File: src/rtl/alu_seq_pkg.sv
// rtl/alu_seq_pkg.sv - Opcodes, FSM states, flag record and counter sizing for alu_seq
package alu_seq_pkg;

  localparam logic [3:0] OP_ADD  = 4'h0;
  localparam logic [3:0] OP_ADC  = 4'h1;
  localparam logic [3:0] OP_SUB  = 4'h2;
  localparam logic [3:0] OP_SBC  = 4'h3;
  localparam logic [3:0] OP_AND  = 4'h4;
  localparam logic [3:0] OP_OR   = 4'h5;
  localparam logic [3:0] OP_XOR  = 4'h6;
  localparam logic [3:0] OP_NOT  = 4'h7;
  localparam logic [3:0] OP_SHL  = 4'h8;
  localparam logic [3:0] OP_SHR  = 4'h9;
  localparam logic [3:0] OP_ROL  = 4'hA;
  localparam logic [3:0] OP_ROR  = 4'hB;
  localparam logic [3:0] OP_MUL  = 4'hC;
  localparam logic [3:0] OP_DIV  = 4'hD;
  localparam logic [3:0] OP_CMP  = 4'hE;
  localparam logic [3:0] OP_PASS = 4'hF;

  typedef enum logic {
    ST_IDLE = 1'b0,
    ST_ITER = 1'b1
  } state_t;

  typedef struct packed {
    logic zero;
    logic acarry;
    logic lcarry;
    logic sign;
    logic overflow;
  } flags_t;

  // Iteration counter must hold the value WIDTH itself.
  function automatic int cnt_bits(input int width);
    return $clog2(width + 1);
  endfunction

endpackage

File: src/rtl/alu_seq_if.sv
// rtl/alu_seq_if.sv - Operand handshake, result/flag and data-bus signals of alu_seq
interface alu_seq_if #(
  parameter int WIDTH = 8
);
  logic             op_valid;
  logic             op_ready;
  logic [3:0]       operation;
  logic [WIDTH-1:0] lhs_in;
  logic [WIDTH-1:0] rhs_in;
  logic             result_valid;
  logic [WIDTH-1:0] result;
  logic [WIDTH-1:0] result_hi;
  logic             assert_bus;
  logic [WIDTH-1:0] bus_out;
  logic             bus_en;
  logic             flag_zero;
  logic             flag_acarry;
  logic             flag_lcarry;
  logic             flag_sign;
  logic             flag_overflow;

  modport master (
    output op_valid, operation, lhs_in, rhs_in, assert_bus,
    input  op_ready, result_valid, result, result_hi, bus_out, bus_en,
    input  flag_zero, flag_acarry, flag_lcarry, flag_sign, flag_overflow
  );

  modport slave (
    input  op_valid, operation, lhs_in, rhs_in, assert_bus,
    output op_ready, result_valid, result, result_hi, bus_out, bus_en,
    output flag_zero, flag_acarry, flag_lcarry, flag_sign, flag_overflow
  );

endinterface

File: src/rtl/alu_seq_iter.sv
// rtl/alu_seq_iter.sv - Iterative shift-add multiplier; restoring divider when ALU_DIV_EN is defined
// lo/hi present the result of the step taken at the coming edge, so done marks the final step.
module alu_seq_iter
  import alu_seq_pkg::*;
#(
  parameter int WIDTH = 8
) (
  input  logic             clk,
  input  logic             rst_n,
  input  logic             start,
  input  logic             is_div,
  input  logic [WIDTH-1:0] lhs,
  input  logic [WIDTH-1:0] rhs,
  output logic             done,
  output logic [WIDTH-1:0] lo,
  output logic [WIDTH-1:0] hi
);

  localparam int CW = cnt_bits(WIDTH);

  logic [CW-1:0]    cnt;
  logic [WIDTH-1:0] acc_hi;
  logic [WIDTH-1:0] acc_lo;
  logic [WIDTH-1:0] opnd;
  logic [WIDTH:0]   mul_sum;
  logic [WIDTH-1:0] mul_hi;
  logic [WIDTH-1:0] mul_lo;

  // Multiplier sits in acc_lo and is consumed LSB first while the product shifts in from the top.
  assign mul_sum = {1'b0, acc_hi} + (acc_lo[0] ? {1'b0, opnd} : {(WIDTH + 1){1'b0}});
  assign mul_hi  = mul_sum[WIDTH:1];
  assign mul_lo  = {mul_sum[0], acc_lo[WIDTH-1:1]};

`ifdef ALU_DIV_EN
  logic             div_mode;
  logic [WIDTH:0]   shifted;
  logic [WIDTH-1:0] diff;
  logic             fits;

  // A zero divisor always fits, yielding an all-ones quotient and the dividend as remainder.
  assign shifted = {acc_hi, acc_lo[WIDTH-1]};
  assign fits    = (shifted >= {1'b0, opnd});
  assign diff    = shifted[WIDTH-1:0] - opnd;
  assign hi      = div_mode ? (fits ? diff : shifted[WIDTH-1:0]) : mul_hi;
  assign lo      = div_mode ? {acc_lo[WIDTH-2:0], fits} : mul_lo;

  always_ff @(posedge clk or negedge rst_n) begin
    if (!rst_n) begin
      div_mode <= 1'b0;
    end else if (start) begin
      div_mode <= is_div;
    end
  end
`else
  logic unused_is_div;
  assign unused_is_div = is_div;
  assign hi            = mul_hi;
  assign lo            = mul_lo;
`endif

  assign done = (cnt == CW'(1));

  always_ff @(posedge clk or negedge rst_n) begin
    if (!rst_n) begin
      cnt    <= '0;
      acc_hi <= '0;
      acc_lo <= '0;
      opnd   <= '0;
    end else if (start) begin
      cnt    <= CW'(WIDTH);
      acc_hi <= '0;
      acc_lo <= lhs;
      opnd   <= rhs;
    end else if (cnt != '0) begin
      cnt    <= cnt - CW'(1);
      acc_hi <= hi;
      acc_lo <= lo;
    end
  end

endmodule

File: src/rtl/alu_seq.sv
// rtl/alu_seq.sv - Multi-cycle ALU with registered result/flags and iterative MUL
// Defining ALU_DIV_EN turns opcode D into an iterative unsigned divide.
module alu_seq
  import alu_seq_pkg::*;
#(
  parameter int WIDTH = 8
) (
  input logic       clk,
  input logic       rst_n,
  alu_seq_if.slave  bus
);

  localparam int MSB = WIDTH - 1;

  state_t           state;
  state_t           state_nx;
  logic             accept;
  logic             is_iter_op;
  logic             is_div_op;
  logic             start;
  logic             iter_done;
  logic [WIDTH-1:0] iter_lo;
  logic [WIDTH-1:0] iter_hi;

  logic [WIDTH-1:0] res_q;
  logic [WIDTH-1:0] res_hi_q;
  logic             res_valid_q;
  flags_t           flags_q;
  flags_t           sc_flags;
  flags_t           it_flags;

  logic [3:0]       op;
  logic [WIDTH-1:0] lhs;
  logic [WIDTH-1:0] rhs;
  logic [WIDTH-1:0] add_b;
  logic [WIDTH-1:0] sc_res;
  logic [WIDTH:0]   sum;
  logic             cin;
  logic             sc_wr_res;
  logic             sc_upd_zs;

  assign op            = bus.operation;
  assign lhs           = bus.lhs_in;
  assign rhs           = bus.rhs_in;
  assign bus.op_ready  = (state == ST_IDLE);
  assign accept        = bus.op_valid & bus.op_ready;
  assign is_div_op     = (op == OP_DIV);

`ifdef ALU_DIV_EN
  assign is_iter_op = (op == OP_MUL) || is_div_op;
`else
  assign is_iter_op = (op == OP_MUL);
`endif

  always_ff @(posedge clk or negedge rst_n) begin
    if (!rst_n) begin
      state <= ST_IDLE;
    end else begin
      state <= state_nx;
    end
  end

  always_comb begin
    state_nx = state;
    start    = 1'b0;
    case (state)
      ST_IDLE: begin
        if (accept && is_iter_op) begin
          start    = 1'b1;
          state_nx = ST_ITER;
        end
      end
      ST_ITER: begin
        if (iter_done) begin
          state_nx = ST_IDLE;
        end
      end
    endcase
  end

  alu_seq_iter #(
    .WIDTH(WIDTH)
  ) u_iter (
    .clk    (clk),
    .rst_n  (rst_n),
    .start  (start),
    .is_div (is_div_op),
    .lhs    (lhs),
    .rhs    (rhs),
    .done   (iter_done),
    .lo     (iter_lo),
    .hi     (iter_hi)
  );

  // Subtraction is addition of ~rhs; acarry therefore reads as "no borrow".
  always_comb begin
    add_b = rhs;
    cin   = 1'b0;
    case (op)
      OP_ADC:         cin = flags_q.acarry;
      OP_SUB, OP_CMP: begin
        add_b = ~rhs;
        cin   = 1'b1;
      end
      OP_SBC: begin
        add_b = ~rhs;
        cin   = flags_q.acarry;
      end
      default: ;
    endcase
    sum = {1'b0, lhs} + {1'b0, add_b} + {{WIDTH{1'b0}}, cin};
  end

  always_comb begin
    sc_res    = '0;
    sc_flags  = flags_q;
    sc_wr_res = 1'b1;
    sc_upd_zs = 1'b1;
    case (op)
      OP_ADD, OP_ADC, OP_SUB, OP_SBC, OP_CMP: begin
        sc_res            = sum[MSB:0];
        sc_flags.acarry   = sum[WIDTH];
        sc_flags.overflow = (lhs[MSB] ^ sum[MSB]) & (add_b[MSB] ^ sum[MSB]);
        sc_wr_res         = (op != OP_CMP);
      end
      OP_AND, OP_OR, OP_XOR, OP_NOT, OP_PASS: begin
        sc_flags.acarry   = 1'b0;
        sc_flags.overflow = 1'b0;
        case (op)
          OP_AND:  sc_res = lhs & rhs;
          OP_OR:   sc_res = lhs | rhs;
          OP_XOR:  sc_res = lhs ^ rhs;
          OP_NOT:  sc_res = ~lhs;
          default: sc_res = rhs;
        endcase
      end
      OP_SHL, OP_SHR, OP_ROL, OP_ROR: begin
        sc_flags.overflow = 1'b0;
        case (op)
          OP_SHL: begin
            sc_res          = {lhs[MSB-1:0], 1'b0};
            sc_flags.lcarry = lhs[MSB];
          end
          OP_SHR: begin
            sc_res          = {1'b0, lhs[MSB:1]};
            sc_flags.lcarry = lhs[0];
          end
          OP_ROL: begin
            sc_res          = {lhs[MSB-1:0], flags_q.lcarry};
            sc_flags.lcarry = lhs[MSB];
          end
          default: begin
            sc_res          = {flags_q.lcarry, lhs[MSB:1]};
            sc_flags.lcarry = lhs[0];
          end
        endcase
      end
      default: begin
        // Only opcode D reaches here without the divider: a no-op that still acknowledges.
        sc_wr_res = 1'b0;
        sc_upd_zs = 1'b0;
      end
    endcase
    if (sc_upd_zs) begin
      sc_flags.zero = ~|sc_res;
      sc_flags.sign = sc_res[MSB];
    end
  end

`ifdef ALU_DIV_EN
  logic iter_div;
  logic div_zero;

  always_ff @(posedge clk or negedge rst_n) begin
    if (!rst_n) begin
      iter_div <= 1'b0;
      div_zero <= 1'b0;
    end else if (start) begin
      iter_div <= is_div_op;
      div_zero <= ~|rhs;
    end
  end
`endif

  always_comb begin
    it_flags          = flags_q;
    it_flags.zero     = ~|{iter_hi, iter_lo};
    it_flags.acarry   = |iter_hi;
    it_flags.sign     = iter_hi[MSB];
    it_flags.overflow = 1'b0;
`ifdef ALU_DIV_EN
    if (iter_div) begin
      it_flags.zero     = ~|iter_lo;
      it_flags.acarry   = 1'b0;
      it_flags.sign     = iter_lo[MSB];
      it_flags.overflow = div_zero;
    end
`endif
  end

  always_ff @(posedge clk or negedge rst_n) begin
    if (!rst_n) begin
      res_q       <= '0;
      res_hi_q    <= '0;
      flags_q     <= '0;
      res_valid_q <= 1'b0;
    end else begin
      res_valid_q <= 1'b0;
      if (accept && !is_iter_op) begin
        res_valid_q <= 1'b1;
        flags_q     <= sc_flags;
        if (sc_wr_res) begin
          res_q    <= sc_res;
          res_hi_q <= '0;
        end
      end else if (state == ST_ITER && iter_done) begin
        res_valid_q <= 1'b1;
        flags_q     <= it_flags;
        res_q       <= iter_lo;
        res_hi_q    <= iter_hi;
      end
    end
  end

  assign bus.result        = res_q;
  assign bus.result_hi     = res_hi_q;
  assign bus.result_valid  = res_valid_q;
  assign bus.flag_zero     = flags_q.zero;
  assign bus.flag_acarry   = flags_q.acarry;
  assign bus.flag_lcarry   = flags_q.lcarry;
  assign bus.flag_sign     = flags_q.sign;
  assign bus.flag_overflow = flags_q.overflow;
  assign bus.bus_out       = res_q;
  assign bus.bus_en        = ~bus.assert_bus;

endmodule

File: src/flat_wrapper.sv
// flat-port wrapper written by rule: the top's interface ports become plain ports
module alu_seq_flat import alu_seq_pkg::*;
#(
  parameter int WIDTH = 8
)
  (clk, rst_n, bus_op_valid, bus_operation, bus_lhs_in, bus_rhs_in, bus_assert_bus, bus_op_ready, bus_result_valid, bus_result, bus_result_hi, bus_bus_out, bus_bus_en, bus_flag_zero, bus_flag_acarry, bus_flag_lcarry, bus_flag_sign, bus_flag_overflow);
  alu_seq_if #(.WIDTH(WIDTH)) bus_i ();
  input logic clk;
  input logic rst_n;
  input wire logic [$bits(bus_i.op_valid)-1:0] bus_op_valid;
  input wire logic [$bits(bus_i.operation)-1:0] bus_operation;
  input wire logic [$bits(bus_i.lhs_in)-1:0] bus_lhs_in;
  input wire logic [$bits(bus_i.rhs_in)-1:0] bus_rhs_in;
  input wire logic [$bits(bus_i.assert_bus)-1:0] bus_assert_bus;
  output wire logic [$bits(bus_i.op_ready)-1:0] bus_op_ready;
  output wire logic [$bits(bus_i.result_valid)-1:0] bus_result_valid;
  output wire logic [$bits(bus_i.result)-1:0] bus_result;
  output wire logic [$bits(bus_i.result_hi)-1:0] bus_result_hi;
  output wire logic [$bits(bus_i.bus_out)-1:0] bus_bus_out;
  output wire logic [$bits(bus_i.bus_en)-1:0] bus_bus_en;
  output wire logic [$bits(bus_i.flag_zero)-1:0] bus_flag_zero;
  output wire logic [$bits(bus_i.flag_acarry)-1:0] bus_flag_acarry;
  output wire logic [$bits(bus_i.flag_lcarry)-1:0] bus_flag_lcarry;
  output wire logic [$bits(bus_i.flag_sign)-1:0] bus_flag_sign;
  output wire logic [$bits(bus_i.flag_overflow)-1:0] bus_flag_overflow;
  assign bus_i.op_valid = bus_op_valid;
  assign bus_i.operation = bus_operation;
  assign bus_i.lhs_in = bus_lhs_in;
  assign bus_i.rhs_in = bus_rhs_in;
  assign bus_i.assert_bus = bus_assert_bus;
  assign bus_op_ready = bus_i.op_ready;
  assign bus_result_valid = bus_i.result_valid;
  assign bus_result = bus_i.result;
  assign bus_result_hi = bus_i.result_hi;
  assign bus_bus_out = bus_i.bus_out;
  assign bus_bus_en = bus_i.bus_en;
  assign bus_flag_zero = bus_i.flag_zero;
  assign bus_flag_acarry = bus_i.flag_acarry;
  assign bus_flag_lcarry = bus_i.flag_lcarry;
  assign bus_flag_sign = bus_i.flag_sign;
  assign bus_flag_overflow = bus_i.flag_overflow;
  alu_seq #(.WIDTH(WIDTH)) u_core (.clk(clk), .rst_n(rst_n), .bus(bus_i));
endmodule
File: config.mk
export PLATFORM = sky130hd
export DESIGN_NAME = alu_seq_flat
export DESIGN_NICKNAME = d
export VERILOG_FILES = /design/src/rtl/alu_seq_pkg.sv /design/src/rtl/alu_seq_if.sv /design/src/rtl/alu_seq_iter.sv /design/src/rtl/alu_seq.sv /design/src/flat_wrapper.sv
export SDC_FILE = /design/constraint.sdc
export NUM_CORES = 1
export LEC_CHECK = 0
export BUFFER_PORTS_ARGS = -buffer_cell sky130_fd_sc_hd__buf_2
export CAP_MARGIN = 20
export CORE_UTILIZATION = 40
export CTS_CLUSTER_SIZE = 14
export DETAILED_ROUTE_END_ITERATION = 6
export MAX_ROUTING_LAYER = met4
export PLACE_DENSITY = 0.65
export SETUP_SLACK_MARGIN = 0.05
export SYNTH_ARGS = -nofsm -noshare
export SYNTH_HDL_FRONTEND = slang
export SYNTH_SLANG_ARGS = --single-unit
File: constraint.sdc
create_clock -name clk -period 4.6 [get_ports clk]
set_input_delay 0.92 -clock clk [delete_from_list [all_inputs] [get_ports clk]]
set_output_delay 0.92 -clock clk [all_outputs]
set_load 0.005 [all_outputs]
==> reports/qor.yml, run 1 <==
cts_buffers: 5
design_area_um2: 4370
grt_pass1_vias: 3078
syn_area_um2: 3940
synth_nets: 484
synthToLayoutAreaGrowth_pct: 11.1
timing.final.ws_setup_ps: 690
clockBufferDepth: 2
finalClockSkew_ps: 3.13
cap_viol_max_count: 0
die_area_um2: 10200
vias: 3311
p_leak_uw: 0.00212
hold_viol_final: 0
place_area_um2: 4260
pin_count: 56
grtUsageTotal: 0.217
synth-edff-count: 0
drc: 0
dp_hpwl_um: 7680
rsz0062_at_grt: "no"
numPortBuffers: 55
drt-pass1-iter-count: 5
cp_max_fo: 20
crit_arrival_ps: 4110
ir_worst_vdd_mv: 0.231
hold_buffers: 0
dieWidth_um: 101
period_share: 0.850
slowest_stage: "fa_1"
drive_gt1_frac: 0.191
wl_per_cell_um: 17.3
startpoint: "bus_operation[3]"
p_per_area_nw_per_um2: 486
ys_ff_latch: 51
grt_max_degree: 52
cts_tree: "done"
yosysSeqAreaShare: 0.324
gp_congestion: 0.956
fin_nets: 524
die_y_um: 101
endpoint: "u_core.bus.flag_zero$_DFFE_PN0P_"
grt_overflow: 0
clock-root-buffer: "clkbuf_8"
htreeDepth: 2
viasPerCell: 5.57
r2r_setup_slack_ps: 1560
crit_chain: "buf_2 -> nand4b_1 -> o21ai_2 -> nand2_2 -> xnor2_1 -> fa_1 -> fa_1 -> a211oi_1 -> o21bai_1 -> a21oi_1 -> xnor2_1 -> a211oi_1 -> and4b_1 -> a221o_1"
startpoint_type: "input port"
clock_sinks: 51
syn_area_per_cell_um2: 9.29
ys_async_sr_fraction: 1.00
coreArea_um2: 9370
r2r_end: "u_core.bus.flag_zero$_DFFE_PN0P_"
postSynthCellCount: 424
status: "complete, no violations"
diodes: 0
crit_type: "input port to flop"
setup_violations: 0
grt_pass1_wl_um: 16600
start_util: 0.420
ys_warn_count: 0
end_kind: "flop"
reg2reg_depth: 11
cts_setup_buffers: 0
antenna_left: 0
slew_violations: 0
reg2reg_from: "u_core.bus.flag_acarry$_DFFE_PN0P_"
hold_class: "flop to flop"
power_uw: 2130
slowest_delay_ps: 440
dr.first_iter.drc_count: 409
ys.flop_type: "dfrtp_1"
cts-resized-gates: 0
pre_cts_slack_ps: 384
clkTransAtPathRegs_ps: 100
clkLatencyLatePin_ps: 310
crit_required_ps: 4800
tns_ps: 0
fmax_ghz: 0.256
period_minus_slack_ps: 3910
relSlewSlack: 0.337
worst_pin_slew_ps: 986
synth_cell_type_count: 58
wl_um: 10300
rows: 35
antenna_found_initial: 0
-- cell families after synthesis --
family                   synth area share
adder cells (fa/ha/maj)             0.120
AND/OR/NAND/NOR                     0.151
XOR/XNOR                           0.0467
multiplexers                        0.111
AO/OA/AOI/OAI                       0.182
flip-flops                          0.324
buffers and inverters              0.0648
-- cell type report --
class                   instances  area [µm²]
fillers                       935        5000
multi-input cells             321        2410
flip-flops and latches         51        1280
repair buffers                 61         320
well taps                     129         161
inverters                      24        90.1
clock buffers                   5        68.8
clock inverters                 3        43.8
-- worst max-delay path: cells and delay by family --
kind,cells,cell delay [ps]
AO/OA/AOI/OAI,6,1170
XOR/XNOR,2,320
adder cells (fa/ha/maj),2,880
buffers and inverters,1,280
AND/OR/NAND/NOR,3,520
-- per-layer routing --
layer	track usage	routed length [µm]
met1	0.312	5140
met2	0.329	4540
met3	0.0242	455
met4	0.0491	128
met5	-	0
-- through the flow --
stage	hold slack, ps	std cells	util
6_report	495	594	0.467
4_1_cts	500	594	0.467
3_5_place_dp	477	586	0.455
3_3_place_gp	473	586	0.455
5_1_grt	529	594	0.467
2_1_floorplan	472	424	-
-- sequential cells by signal (all words and copies together) (netlist names) --
name,count
u_core.bus.flag_acarry,1
u_core.u_iter.opnd,8
u_core.state,1
u_core.bus.result_valid,1
u_core.u_iter.acc_lo,8
u_core.bus.flag_sign,1
u_core.bus.result_hi,8
u_core.bus.bus_out,8
u_core.bus.flag_overflow,1
u_core.u_iter.acc_hi,8
u_core.bus.flag_lcarry,1
u_core.bus.flag_zero,1
u_core.u_iter.cnt,4
-- cell usage after synthesis, drive strengths merged, types with 2 or more instances --
| master | instances | share of area |
|---|---|---|
| nor3 | 11 | 0.014 |
| o21bai | 3 | 0.0057 |
| xor2 | 6 | 0.013 |
| nand2b | 5 | 0.0079 |
| o21ai | 24 | 0.031 |
| clkbuf | 6 | 0.0057 |
| mux2 | 12 | 0.034 |
| nor2 | 26 | 0.025 |
| o211ai | 2 | 0.0038 |
| inv | 24 | 0.023 |
| a211oi | 8 | 0.015 |
| a221oi | 2 | 0.0044 |
| nand2 | 33 | 0.032 |
| a22o | 9 | 0.020 |
| nor3b | 2 | 0.0038 |
| a22oi | 9 | 0.017 |
| mux2i | 28 | 0.071 |
| buf | 22 | 0.036 |
| nand3 | 6 | 0.0076 |
| dfrtp | 51 | 0.32 |
| a21o | 5 | 0.0095 |
| xnor2 | 15 | 0.033 |
| o31ai | 2 | 0.0038 |
| and2 | 9 | 0.014 |
| nor2b | 5 | 0.0079 |
| ha | 33 | 0.10 |
| nor4 | 4 | 0.0079 |
| a21oi | 23 | 0.029 |
| fa | 3 | 0.015 |
| o22ai | 4 | 0.0079 |
| and4 | 2 | 0.0044 |
| nand3b | 2 | 0.0038 |
| and3 | 3 | 0.0048 |
| a31oi | 3 | 0.0048 |
| and4b | 2 | 0.0051 |
| o21a | 4 | 0.0076 |
-- power by group --
group / internal (µW) / leakage, µW / total (µW) / switching (µW)
sequential: 632 / 0.000642 / 778 / 146
clock: 162 / 0.0000581 / 323 / 161
combinational: 456 / 0.00142 / 1020 / 568
-- how the worst min path moves through the flow --
stage	start	depth (start not counted)	to	slack [ps]
after floorplan	u_core.u_iter.opnd[7]$_DFFE_PN0P_	1	u_core.u_iter.opnd[7]$_DFFE_PN0P_	470
after global placement	u_core.bus.result_hi[7]$_DFFE_PN0P_	2	u_core.bus.result_hi[7]$_DFFE_PN0P_	470
after detailed placement	u_core.bus.result_hi[7]$_DFFE_PN0P_	2	u_core.bus.result_hi[7]$_DFFE_PN0P_	480
after CTS	u_core.bus.result_hi[7]$_DFFE_PN0P_	2	u_core.bus.result_hi[7]$_DFFE_PN0P_	500
after global routing	u_core.u_iter.opnd[2]$_DFFE_PN0P_	1	u_core.u_iter.opnd[2]$_DFFE_PN0P_	530
final	u_core.bus.result_hi[7]$_DFFE_PN0P_	2	u_core.bus.result_hi[7]$_DFFE_PN0P_	500
-- layout by cell type (no fill, tap or decap), types with 2 or more instances in the layout --
cell type / count
a211oi_1: 8
a21o_1: 5
a21oi_1: 23
a221oi_1: 2
a22o_1: 9
a22oi_1: 9
a31oi_1: 3
and2_1: 9
and3_1: 3
and4_1: 2
and4b_1: 2
buf_2: 55
buf_4: 6
clkbuf_8: 5
dfrtp_1: 51
fa_1: 3
ha_1: 33
inv_1: 24
mux2_2: 12
mux2i_1: 28
nand2_1: 32
nand2b_1: 5
nand3_1: 6
nand3b_1: 2
nor2_1: 26
nor2b_1: 5
nor3_1: 11
nor3b_1: 2
nor4_1: 3
o211ai_1: 2
o21a_1: 4
o21ai_0: 23
o21bai_1: 3
o22ai_1: 3
o31ai_1: 2
xnor2_1: 15
xor2_1: 6
(Power assumes the default switching activity.)
==> run 2, diff against run 1 <==
==> constraint.sdc (replaced) <==
create_clock -name clk -period 4.1 [get_ports clk]
set_input_delay 0.82 -clock clk [delete_from_list [all_inputs] [get_ports clk]]
set_output_delay 0.82 -clock clk [all_outputs]
set_load 0.005 [all_outputs]
==> reports/qor.yml, run 2 (synthesized netlist as in run 1, its figures left out) <==
fillers: 940  # +0.53%
worst_pin_slew_ps: 809  # -177 ps
stdcell_count: 601  # +1.2%
wl_met1_um: 5020  # -2.2%
timing.final.ws_setup_ps: 559  # -131 ps
wl_per_cell_um: 16.5  # -4.2%
p_int_uw: 1370  # +9.4%
relSlewSlack: 0.456  # +0.119
hold_viol_final: 0  # unchanged
vias: 3261  # -1.5%
pin_count: 56  # unchanged
slew_violations: 0  # unchanged
drc: 0  # unchanged
clockBufferDepth: 2  # unchanged
fmax_ghz: 0.282
hold_class: "input port to async pin"
rsz0062_at_grt: "no"
rows: 35  # unchanged
wl_met3_um: 416  # -8.6%
grt_max_degree: 38  # -27%
numPortBuffers: 55  # unchanged
dp_hpwl_um: 7610  # -0.99%
crit_arrival_ps: 3730  # -380 ps
finalClockSkew_ps: 7.66  # +4.53 ps
grt_pass1_vias: 3201  # +4.0%
drt-pass1-iter-count: 4  # -1
htreeDepth: 2  # unchanged
hold_buffers: 0  # unchanged
dieWidth_um: 101  # unchanged
slowest_stage: "fa_1"
start_util: 0.420  # unchanged
p_switching_uw: 972  # +11%
reg2reg_from: "u_core.bus.flag_acarry$_DFFE_PN0P_"
antenna_left: 0  # unchanged
cap_viol_max_count: 0  # unchanged
startpoint_type: "input port"
crit_type: "input port to flop"
crit_required_ps: 4290  # -510 ps
tns_ps: 0  # unchanged
layout_commonest_cell: "buf_2"
viasPerCell: 5.43  # -2.7%
period_share: 0.864
clock_sinks: 51  # unchanged
swShare: 0.415  # +0.00357
antenna_found_initial: 0  # unchanged
cts_buffers: 5  # unchanged
setup_violations: 0  # unchanged
drive_gt1_frac: 0.201  # +0.00987
layout_common_cells: "55 x buf_2, 51 x dfrtp_1, 33 x ha_1"
cts_tree: "done"
fin_nets: 531  # +1.3%
clkTransAtPathRegs_ps: 100  # about the same
r2r_end: "u_core.bus.flag_zero$_DFFE_PN0P_"
cts_setup_buffers: 0  # unchanged
cp_max_fo: 23  # +15%
critPathTopFamily: "compound AO/OA/AOI/OAI gates"
die_y_um: 101  # unchanged
coreArea_um2: 9370  # unchanged
grt_pass1_wl_um: 16600  # +0.37%
grt_overflow: 0  # unchanged
wl_met2_um: 4380  # -3.5%
crit_chain: "buf_2 -> buf_4 -> mux2i_1 -> o31ai_1 -> fa_1 -> fa_1 -> a211oi_1 -> o21bai_1 -> a21oi_1 -> xnor2_1 -> a211oi_1 -> and4b_1 -> a221o_1"
status: "complete, no violations"
synthToLayoutAreaGrowth_pct: 11.9
p_leak_uw: 0.00215  # +1.2%
critPathBufInv: 2  # +1
p_clk_frac: 0.134  # -0.018
clkLatencyLatePin_ps: 310  # about the same
ir_worst_vdd_mv: 0.230  # -0.46%
pre_cts_slack_ps: 245  # -139 ps
period_minus_slack_ps: 3540
cts-resized-gates: 0  # unchanged
diodes: 0  # unchanged
slowest_delay_ps: 430  # about the same
power_frac_comb: 0.491  # +0.009
grtUsageTotal: 0.214  # -0.00322
end_kind: "flop"
reg2reg_depth: 11  # unchanged
dp.cells: 593  # +1.2%
top_layer: "met4"
r2r_setup_slack_ps: 1040  # -520 ps
dr.first_iter.drc_count: 210  # -49%
pwr-share-seq: 0.375  # +0.009
die_area_um2: 10200  # unchanged
gp_congestion: 0.866  # -9.4%
wl_um: 9950  # -3.1%
p_per_area_nw_per_um2: 531  # +9.2%
clock-root-buffer: "clkbuf_8"
[run 2: cell types whose count changed in the layout (fill, tap and decap cells not counted)]
cell | previous run | this run
clkbuf_8 | 5 | 6
clkbuf_1 | 0 | 1
clkinv_2 | 1 | 0
buf_4 | 6 | 13
bufinv_16 | 1 | 0
[run 2: worst max-delay path by stage]
stage / from / endpoint / cells past startpoint
after CTS: bus_operation[0] / u_core.bus.flag_zero$_DFFE_PN0P_ / 13
after detailed placement: bus_operation[0] / u_core.bus.flag_zero$_DFFE_PN0P_ / 13
after global routing: bus_operation[0] / u_core.bus.flag_zero$_DFFE_PN0P_ / 14
after global placement: bus_operation[0] / u_core.bus.flag_zero$_DFFE_PN0P_ / 14
final: bus_operation[0] / u_core.bus.flag_zero$_DFFE_PN0P_ / 13
after floorplan: bus_operation[3] / u_core.bus.flag_zero$_DFFE_PN0P_ / 14
[run 2: through the flow]
stage	util	area, µm²	hold WS (ps)	total power (µW)
2_1_floorplan	-	3940	472	1690
3_3_place_gp	0.460	4310	469	1990
3_5_place_dp	0.460	4310	471	2030
4_1_cts	0.470	4410	440	2340
5_1_grt	0.470	4410	450	2540
6_report	0.470	4410	427	2340
[run 2: area by class of cell]
| cell class | count | area (µm²) | share of cell area |
|---|---|---|---|
| Multi-Input combinational cell | 321 | 2410 | 0.547 |
| Inverter | 24 | 90.1 | 0.0204 |
| Sequential cell | 51 | 1280 | 0.290 |
| Clock buffer | 7 | 86.3 | 0.0196 |
| Timing Repair Buffer | 68 | 373 | 0.0846 |
| Clock inverter | 1 | 8.76 | 0.00199 |
| Tap cell | 129 | 161 | 0.0366 |
[run 2: power by group through the flow]
stage,clock network [µW],registers (µW),logic (µW)
after floorplan,0,844,849
after global placement,0,877,1120
after detailed placement,0,885,1140
after CTS,319,878,1150
after global routing,338,902,1300
final,313,878,1150
[run 2: worst register-to-register path, stage by stage (launching register included)]
cell and delay [ps]:
dfrtp_1 460, mux2i_1 190, o31ai_1 110, fa_1 410, fa_1 430, a211oi_1 290
o21bai_1 120, a21oi_1 210, xnor2_1 160, a211oi_1 120, and4b_1 180, a221o_1 260
[run 2: layer usage]
layer	vias up	GRT usage
met5	-	-
met4	0	0.0468
met3	11	0.0200
met2	82	0.326
met1	1555	0.308
li1	1613	-
